===== src/rtl/fetch_ctrl.sv =====
// fetch_ctrl: loads IMEM from a valid/ready stream, then sequences the fetch PC
// through RUN until a halt request, a bad redirect or running off the end of memory.
module fetch_ctrl #(
  parameter int          IMEM_SIZE = 256,
  parameter int          AW        = 8,
  parameter logic [31:0] RESET_PC  = 32'h0000_0000
) (
  input  logic          CLK,
  input  logic          RST,
  input  logic          ld_valid,
  input  logic [31:0]   ld_data,
  input  logic          ld_last,
  output logic          ld_ready,
  output logic          imem_we,
  output logic [AW-1:0] imem_waddr,
  output logic [31:0]   imem_wdata,
  input  logic [31:0]   nextPC,
  input  logic          stall,
  input  logic          br_taken,
  input  logic [31:0]   br_target,
  input  logic          halt_req,
  output logic [31:0]   newPC,
  output logic          fetch_en,
  output logic          halted,
  output logic          fault,
  output logic [31:0]   fetch_cnt
);
  typedef enum logic [1:0] {LOAD, RUN, HALT} state_t;
  state_t        state_q, state_d;
  logic [AW-1:0] cnt_q;
  logic          fault_q, fault_d;
  logic [31:0]   fetch_cnt_q, fetch_cnt_d;
  logic          accept, last_word, bad_br, off_end, go_halt, run, hold;
  logic [31:0]   pc_hold;
  // ld_ready is gated by RST so nothing is accepted while reset is held
  assign ld_ready   = ~RST & (state_q == LOAD);
  assign accept     = ld_valid & ld_ready;
  assign last_word  = ld_last | (cnt_q == AW'(IMEM_SIZE - 1));
  assign imem_we    = accept;
  assign imem_waddr = cnt_q;
  assign imem_wdata = ld_data;
  assign run        = state_q == RUN;
  assign pc_hold    = nextPC - 32'd4;
  assign bad_br     = br_taken & ((br_target[1:0] != 2'b00) | ((br_target >> 2) >= 32'(IMEM_SIZE)));
  assign off_end    = (nextPC >> 2) >= 32'(IMEM_SIZE);
  // a taken branch overrides both a stall and the off-the-end check
  assign go_halt    = halt_req | bad_br | (~br_taken & ~stall & off_end);
  assign hold       = (state_q == HALT) | go_halt | (stall & ~br_taken);
  assign newPC      = (state_q == LOAD) ? RESET_PC : hold ? pc_hold : br_taken ? br_target : nextPC;
  assign fetch_en   = run & ~stall;
  assign halted     = state_q == HALT;
  assign fault      = fault_q;
  assign fetch_cnt  = fetch_cnt_q;
  always_comb begin
    state_d     = (state_q == LOAD) ? ((accept & last_word) ? RUN : LOAD) :
                  (run & go_halt) ? HALT : state_q;
    fault_d     = fault_q | (run & bad_br & ~halt_req);
    fetch_cnt_d = (run & ~stall & ~go_halt) ? fetch_cnt_q + 32'd1 : fetch_cnt_q;
  end
  always_ff @(posedge CLK or posedge RST) begin
    if (RST) begin
      state_q     <= LOAD;
      cnt_q       <= '0;
      fault_q     <= 1'b0;
      fetch_cnt_q <= '0;
    end else begin
      state_q     <= state_d;
      cnt_q       <= accept ? cnt_q + AW'(1) : cnt_q;
      fault_q     <= fault_d;
      fetch_cnt_q <= fetch_cnt_d;
    end
  end
endmodule


===== config.mk =====
export PLATFORM = sky130hd
export DESIGN_NAME = fetch_ctrl
export DESIGN_NICKNAME = d
export VERILOG_FILES = /design/src/rtl/fetch_ctrl.sv
export SDC_FILE = /design/constraint.sdc
export NUM_CORES = 1
export LEC_CHECK = 0
export CORE_UTILIZATION = 40
export CTS_CLUSTER_DIAMETER = 40
export DETAILED_ROUTE_END_ITERATION = 6
export GPL_TIMING_DRIVEN = 0
export PLACE_DENSITY = 0.87
export SLEW_MARGIN = 10
export SYNTH_ARGS = -nofsm -noshare
export SYNTH_HDL_FRONTEND = slang
export SYNTH_SLANG_ARGS = --single-unit

===== constraint.sdc =====
create_clock -name CLK -period 5.3 [get_ports CLK]
set_input_delay 1.06 -clock CLK [delete_from_list [all_inputs] [get_ports CLK]]
set_output_delay 1.06 -clock CLK [all_outputs]
set_load 0.01 [all_outputs]

==> qor.yml, run 1 <==
max_clock_freq_mhz: 207
cts_setup_buffers: 0
dieArea_mm2: 0.00864
firstDrtPassIters: 4
synth_cells: 371
ctsRootBufferMaster: "clkbuf_8"
layout-drive-gt1-share_pct: 13.3
slew_violations: 0
first_global_vias: 3367
antennaDiodeCount: 0
syn_area_per_cell_um2: 8.92
ctsHoldBuffers: 0
fin_crit_sh_pct: 91.0
yosys-top-cells-count: "nor2_1 (47), dfrtp_1 (43), xnor2_1 (40), buf_4 (35), nand2_1 (29)"
start_util_pct: 42.2
crit_chain: "clkdlybuf4s50_1, nor4_1, nand4_1, nor3_2, or2_2, mux2_2, o22ai_1, clkdlybuf4s50_1"
ys.flop_type: "dfrtp_1"
coreArea_mm2: 0.00785
grt_max_degree: 40
antenna_found_initial: 0
skew_ns: 0.00520
async_reset_ff_share_pct: 100
cts_tree: "done"
pre_cts_slack_ns: 0.476
cpMaxStageDelayCell: "clkdlybuf4s50_1"
reg2reg_to: "fetch_cnt[22]$_DFFE_PP0P_"
ys_top_cells_by_area: "dfrtp_1 (33%), xnor2_1 (11%), buf_4 (7.9%), nor2_1 (5.3%), xor2_1 (4.8%)"
power_density_mw_per_mm2: 177
clk_pin_slew_worst_paths_ns: 0.08
routed_wl_um: 10100
cts_sinks: 43
area_delta_synth_final_pct: 60.9
vias: 3419
cp-startpoint: "br_target[30]"
yosysMostFrequentCell: "nor2_1"
endpoint: "newPC[3]"
syn-cell-area_mm2: 0.00331
avgRoutedWirePerCell_um: 15.3
nets: 663
setup_viol: 0
p_leak_nw: 2.21
num-fill-cells: 631
clk_latency_ns: 0.30
run_status: "finished, final reports clean"
yosysTopAreaCellShare_pct: 32.5
synth.distinct_cells: 53
drc: 0
grt_usage_pct: 23.4
setup_ws_ns: 0.479
worstRegToRegCells: 6
grt_overflow: 0
layout_min_cycle_time_ns: 4.82
ys_warn_count: 0
rrSetupSlack_ns: 3.11
p_int_mw: 0.652
globalplace.congestion: 0.853
crit_required_ns: 4.24
cts_buffers: 5
drt_iter0_markers: 94
netSwitchingPower_mw: 0.290
maxCapViolCount: 0
die_w_um: 92.9
worstMarginPinSlew_ns: 0.631
io_pins: 212
num_rows: 32
synth_edf_count: 0
clkPwrFrac_pct: 21.8
dpl.hpwl_um: 8130
avgViaCountPerCell: 5.18
slowest_delay_ns: 0.58
cts_buffer_depth: 2
crit_type: "input port to output pin"
swShare_pct: 30.8
cp_data_arrival_time_ns: 3.76
ant_nets: 0
slew_headroom_pct: 57.6
p_total_mw: 0.941
power.share.sequential_pct: 37.8
ys_seq_area_share_pct: 32.5
hold_class: "flop to flop"
timing.rr.start: "fetch_cnt[4]$_DFFE_PP0P_"
crit_top_cell: "clkdlybuf4s50_1"
synth_seq_cells: 43
worstSetupStartpointType: "input port"
tns_ns: 0
yosysTopAreaCell: "dfrtp_1"
hold_viol: 0
ir_drop_uv: 178
dp_cells: 652
synth_fp_nets: 477
htree_levels: 2
io_buffers: 178
stdcell_count: 660
grt_pass1_wl_um: 16100
die_h_um: 92.9
rsz0062_at_grt: "no"
cts_resized: 0
pwr-share-comb_pct: 40.4
worstPathMaxFanout: 7
end_kind: "output pin"
## stage by stage
stage / hold WS, ns / cell area [um^2] / util, %
2_1_floorplan: 0.497 / 3310 / -
3_3_place_gp: 0.452 / 5220 / 66.5
3_5_place_dp: 0.471 / 5240 / 66.7
4_1_cts: 0.493 / 5320 / 67.8
5_1_grt: 0.507 / 5320 / 67.8
6_report: 0.490 / 5320 / 67.8
## state kept, by name, summed over array words and instances (netlist names)
signal and cells:
imem_waddr 8, state_q 2, fetch_cnt 32, fault 1
## critical path: cells and delay by family
family | cells | cell delay, ns
compound gates | 1 | 0.12
simple gates | 4 | 1.24
mux | 1 | 0.34
buf+inv | 2 | 0.99
## layout make-up
class,count,area (um^2),area share (%)
Buffer,43,313,5.88
Clock buffer,6,72.6,1.36
Clock inverter,2,12.5,0.235
Inverter,11,41.3,0.776
Multi-Input combinational cell,274,1880,35.3
Sequential cell,43,1080,20.2
Tap cell,102,128,2.40
Timing Repair Buffer,179,1800,33.9
## logic make-up (layout without fill, tap and decap cells)
| kind of cell | after synthesis | count (layout) | share of synthesized area, % |
|---|---|---|---|
| flip-flops | 43 | 43 | 32.5 |
| AND/OR/NAND/NOR | 176 | 176 | 31.8 |
| adder cells (fa/ha/maj) | 3 | 3 | 1.13 |
| buffers and inverters | 54 | 241 | 10.7 |
| XOR/XNOR | 58 | 58 | 15.4 |
| AO/OA/AOI/OAI | 33 | 33 | 7.15 |
| multiplexers | 4 | 4 | 1.32 |
## placed cells by master, fill, tap and decap left out, drive strengths merged, types with 3 or more instances in the layout
| cell | n |
|---|---|
| dfrtp | 43 |
| ha | 3 |
| clkbuf | 10 |
| nor4 | 18 |
| xnor2 | 40 |
| and2 | 3 |
| and3 | 16 |
| mux2 | 3 |
| o41ai | 3 |
| nand2 | 29 |
| inv | 11 |
| nor3 | 11 |
| nor2b | 4 |
| o21ai | 8 |
| nand4 | 15 |
| clkdlybuf4s50 | 178 |
| o22ai | 3 |
| nand3 | 17 |
| a21oi | 7 |
| xor2 | 18 |
| nor2 | 47 |
| buf | 40 |
| and4 | 3 |
## power groups by stage
stage               Clock (mW)  Sequential (mW)  Combinational (mW)
floorplan                    0            0.364               0.154
global placement             0            0.362               0.372
detailed placement           0            0.362               0.381
CTS                      0.210            0.356               0.383
global route             0.224            0.359               0.412
finish                   0.205            0.356               0.380
## per-layer routing
metal | share of wire [%] | vias to the layer above | global-route usage (%) | wire length (um)
li1 | - | 1642 | - | -
met1 | 38 | 1617 | 26.2 | 3840
met2 | 54 | 141 | 44.8 | 5420
met3 | 6.0 | 19 | 3.78 | 607
met4 | 2.1 | 0 | 7.18 | 210
met5 | 0 | - | 0 | 0
## worst min path at each step
| stage | from | endpoint | slack [ns] | depth (start not counted) |
|---|---|---|---|---|
| floorplan | fault$_DFF_PP0_ | fault$_DFF_PP0_ | 0.50 | 2 |
| global placement | fault$_DFF_PP0_ | fault$_DFF_PP0_ | 0.45 | 2 |
| detailed placement | fault$_DFF_PP0_ | fault$_DFF_PP0_ | 0.47 | 2 |
| CTS | fetch_cnt[14]$_DFFE_PP0P_ | fetch_cnt[14]$_DFFE_PP0P_ | 0.49 | 1 |
| global route | fetch_cnt[14]$_DFFE_PP0P_ | fetch_cnt[14]$_DFFE_PP0P_ | 0.51 | 1 |
| finish | fetch_cnt[31]$_DFFE_PP0P_ | fetch_cnt[31]$_DFFE_PP0P_ | 0.49 | 1 |
No activity file was read; power rests on OpenSTA's default activity.
==> inputs of run 2 (changes only) <==
--- a/config.mk
+++ b/config.mk
@@ -6,9 +6,10 @@
 export NUM_CORES = 1
 export LEC_CHECK = 0
 export CORE_UTILIZATION = 40
-export CTS_CLUSTER_DIAMETER = 40
+export CTS_CLUSTER_DIAMETER = 50
 export DETAILED_ROUTE_END_ITERATION = 6
 export GPL_TIMING_DRIVEN = 0
+export HOLD_SLACK_MARGIN = 0.02
 export PLACE_DENSITY = 0.87
 export SLEW_MARGIN = 10
 export SYNTH_ARGS = -nofsm -noshare
==> results of run 2 <==
Final layout, timing and power as in run 1 (identical DEF).
==> variant (settings of run 1) <==
Make the reset (`RST`) synchronous in one clocked block.
--- a/src/rtl/fetch_ctrl.sv
+++ b/src/rtl/fetch_ctrl.sv
@@ -57,7 +57,7 @@
     fault_d     = fault_q | (run & bad_br & ~halt_req);
     fetch_cnt_d = (run & ~stall & ~go_halt) ? fetch_cnt_q + 32'd1 : fetch_cnt_q;
   end
-  always_ff @(posedge CLK or posedge RST) begin
+  always_ff @(posedge CLK) begin
     if (RST) begin
       state_q     <= LOAD;
       cnt_q       <= '0;
Check against the original RTL: differs if RST is asserted again (counterexample within 4 cycles, from zero or initial values and one cycle with RST high); with RST held inactive, the same outputs for 10 cycles.
==> variant against run 1 <==
  * Synthesized area grew 2.4%
  * Die area rose by 2.4%
  * Sequential cell count is the same
  * Wire length up 13%
  * Worst setup slack worse by 350 ps
  * Final area rose by 1.4%
  * Hold slack got worse by 11 ps
  * Total power decreased by 22%
==> variant: results (changes against run 1) <==
met2 Use GR=0.454 (+0.00585); nets@finish=744 (+12%); commonest cells in the netlist=nor2_1, dfxtp_1, a21oi_1, nand2_1, buf_4; vias in the first global route=3742 (+11%); Max transition margin=0.472 (-0.104); outcome=finished clean; critical path arrival=4110 ps (+350 ps); post-synthesis mux area share=0.00295 (-0.0103); routed len/inst=15.4 um (+0.64%); worst clock skew=11.3 ps (+6.06 ps); Total GRT Usage=0.249 (+0.0146); GR Util met3=0.0372 (-0.000550); XOR/XNOR share of the synthesized area=0.0724 (-0.0812); routed wl met2=5890 um (+8.7%); met3 wire length=828 um (+36%); sequential fraction of the synthesis area=0.254 (-0.0712); M1 WL=4420 um (+15%); top post-synthesis cells by area=dfxtp_1, buf_4, nor2_1; ys async rst share=0 (-1.00); Via density=5.52 (+6.5%); post-synth cell types=56 (+5.7%); first-pass GRT wire length=17700 um (+9.9%); Peak VDD IR=120 uV (-33%); crit-path max FO=5 (-2); placed inst area=5300 um^2 (+1.2%); Post-Synth Adder-Cell Area=0.0111 (-0.000268); share of post-route cells with drive strength above 1=0.106 (-0.0262); DP HPWL=9130 um (+12%)
==> variant: critical path, cell delays in order <==
cell and delay, ps:
clkdlybuf4s50_1 460, inv_1 110, ha_1 240, or3b_4 420, or4_4 490, buf_6 150, or3_4 340, nor3_2 130
xnor2_1 90, nor2_2 90, clkdlybuf4s50_1 540
==> variant: layout make-up <==
| class | count | share of cell area |
|---|---|---|
| inverters | 7 | 0.00487 |
| clock buffers | 6 | 0.0134 |
| repair buffers | 178 | 0.330 |
| well taps | 105 | 0.0243 |
| flip-flops and latches | 43 | 0.159 |
| clock inverters | 2 | 0.00232 |
| plain buffers | 55 | 0.0644 |
| multi-input cells | 348 | 0.401 |
==> variant: path summary, 6_finish.rpt <==
| check | from | slack [ps] | to | depth (start not counted) |
|---|---|---|---|---|
| setup / recovery | nextPC[2] | 130 | newPC[14] | 11 |
| hold / removal | fault | 480 | fault | 2 |
| setup reg to reg | fetch_cnt[3] | 3030 | fetch_cnt[30] | 7 |
| hold reg to reg | fault | 480 | fault | 2 |
==> variant: timing repair <==
item,CTS,global route
buffers inserted,0,0
resized for setup,0,2
setup endpoints to repair,0,3
==> variant: where the power goes <==
| part | switching, mW | internal (mW) |
|---|---|---|
| logic | 0.0793 | 0.122 |
| registers | 0.00245 | 0.325 |
| clock network | 0.118 | 0.0923 |
| total | 0.200 | 0.539 |
==> variant: metrics by stage <==
stage	power (mW)	setup WS, ps	cells	util	hold slack, ps
after floorplan	0.410	1270	453	-	496
after global placement	0.531	217	736	0.645	456
after detailed placement	0.535	126	736	0.645	469
after CTS	0.740	134	744	0.656	488
after global routing	0.769	4.09	744	0.657	530
final	0.739	127	744	0.657	479
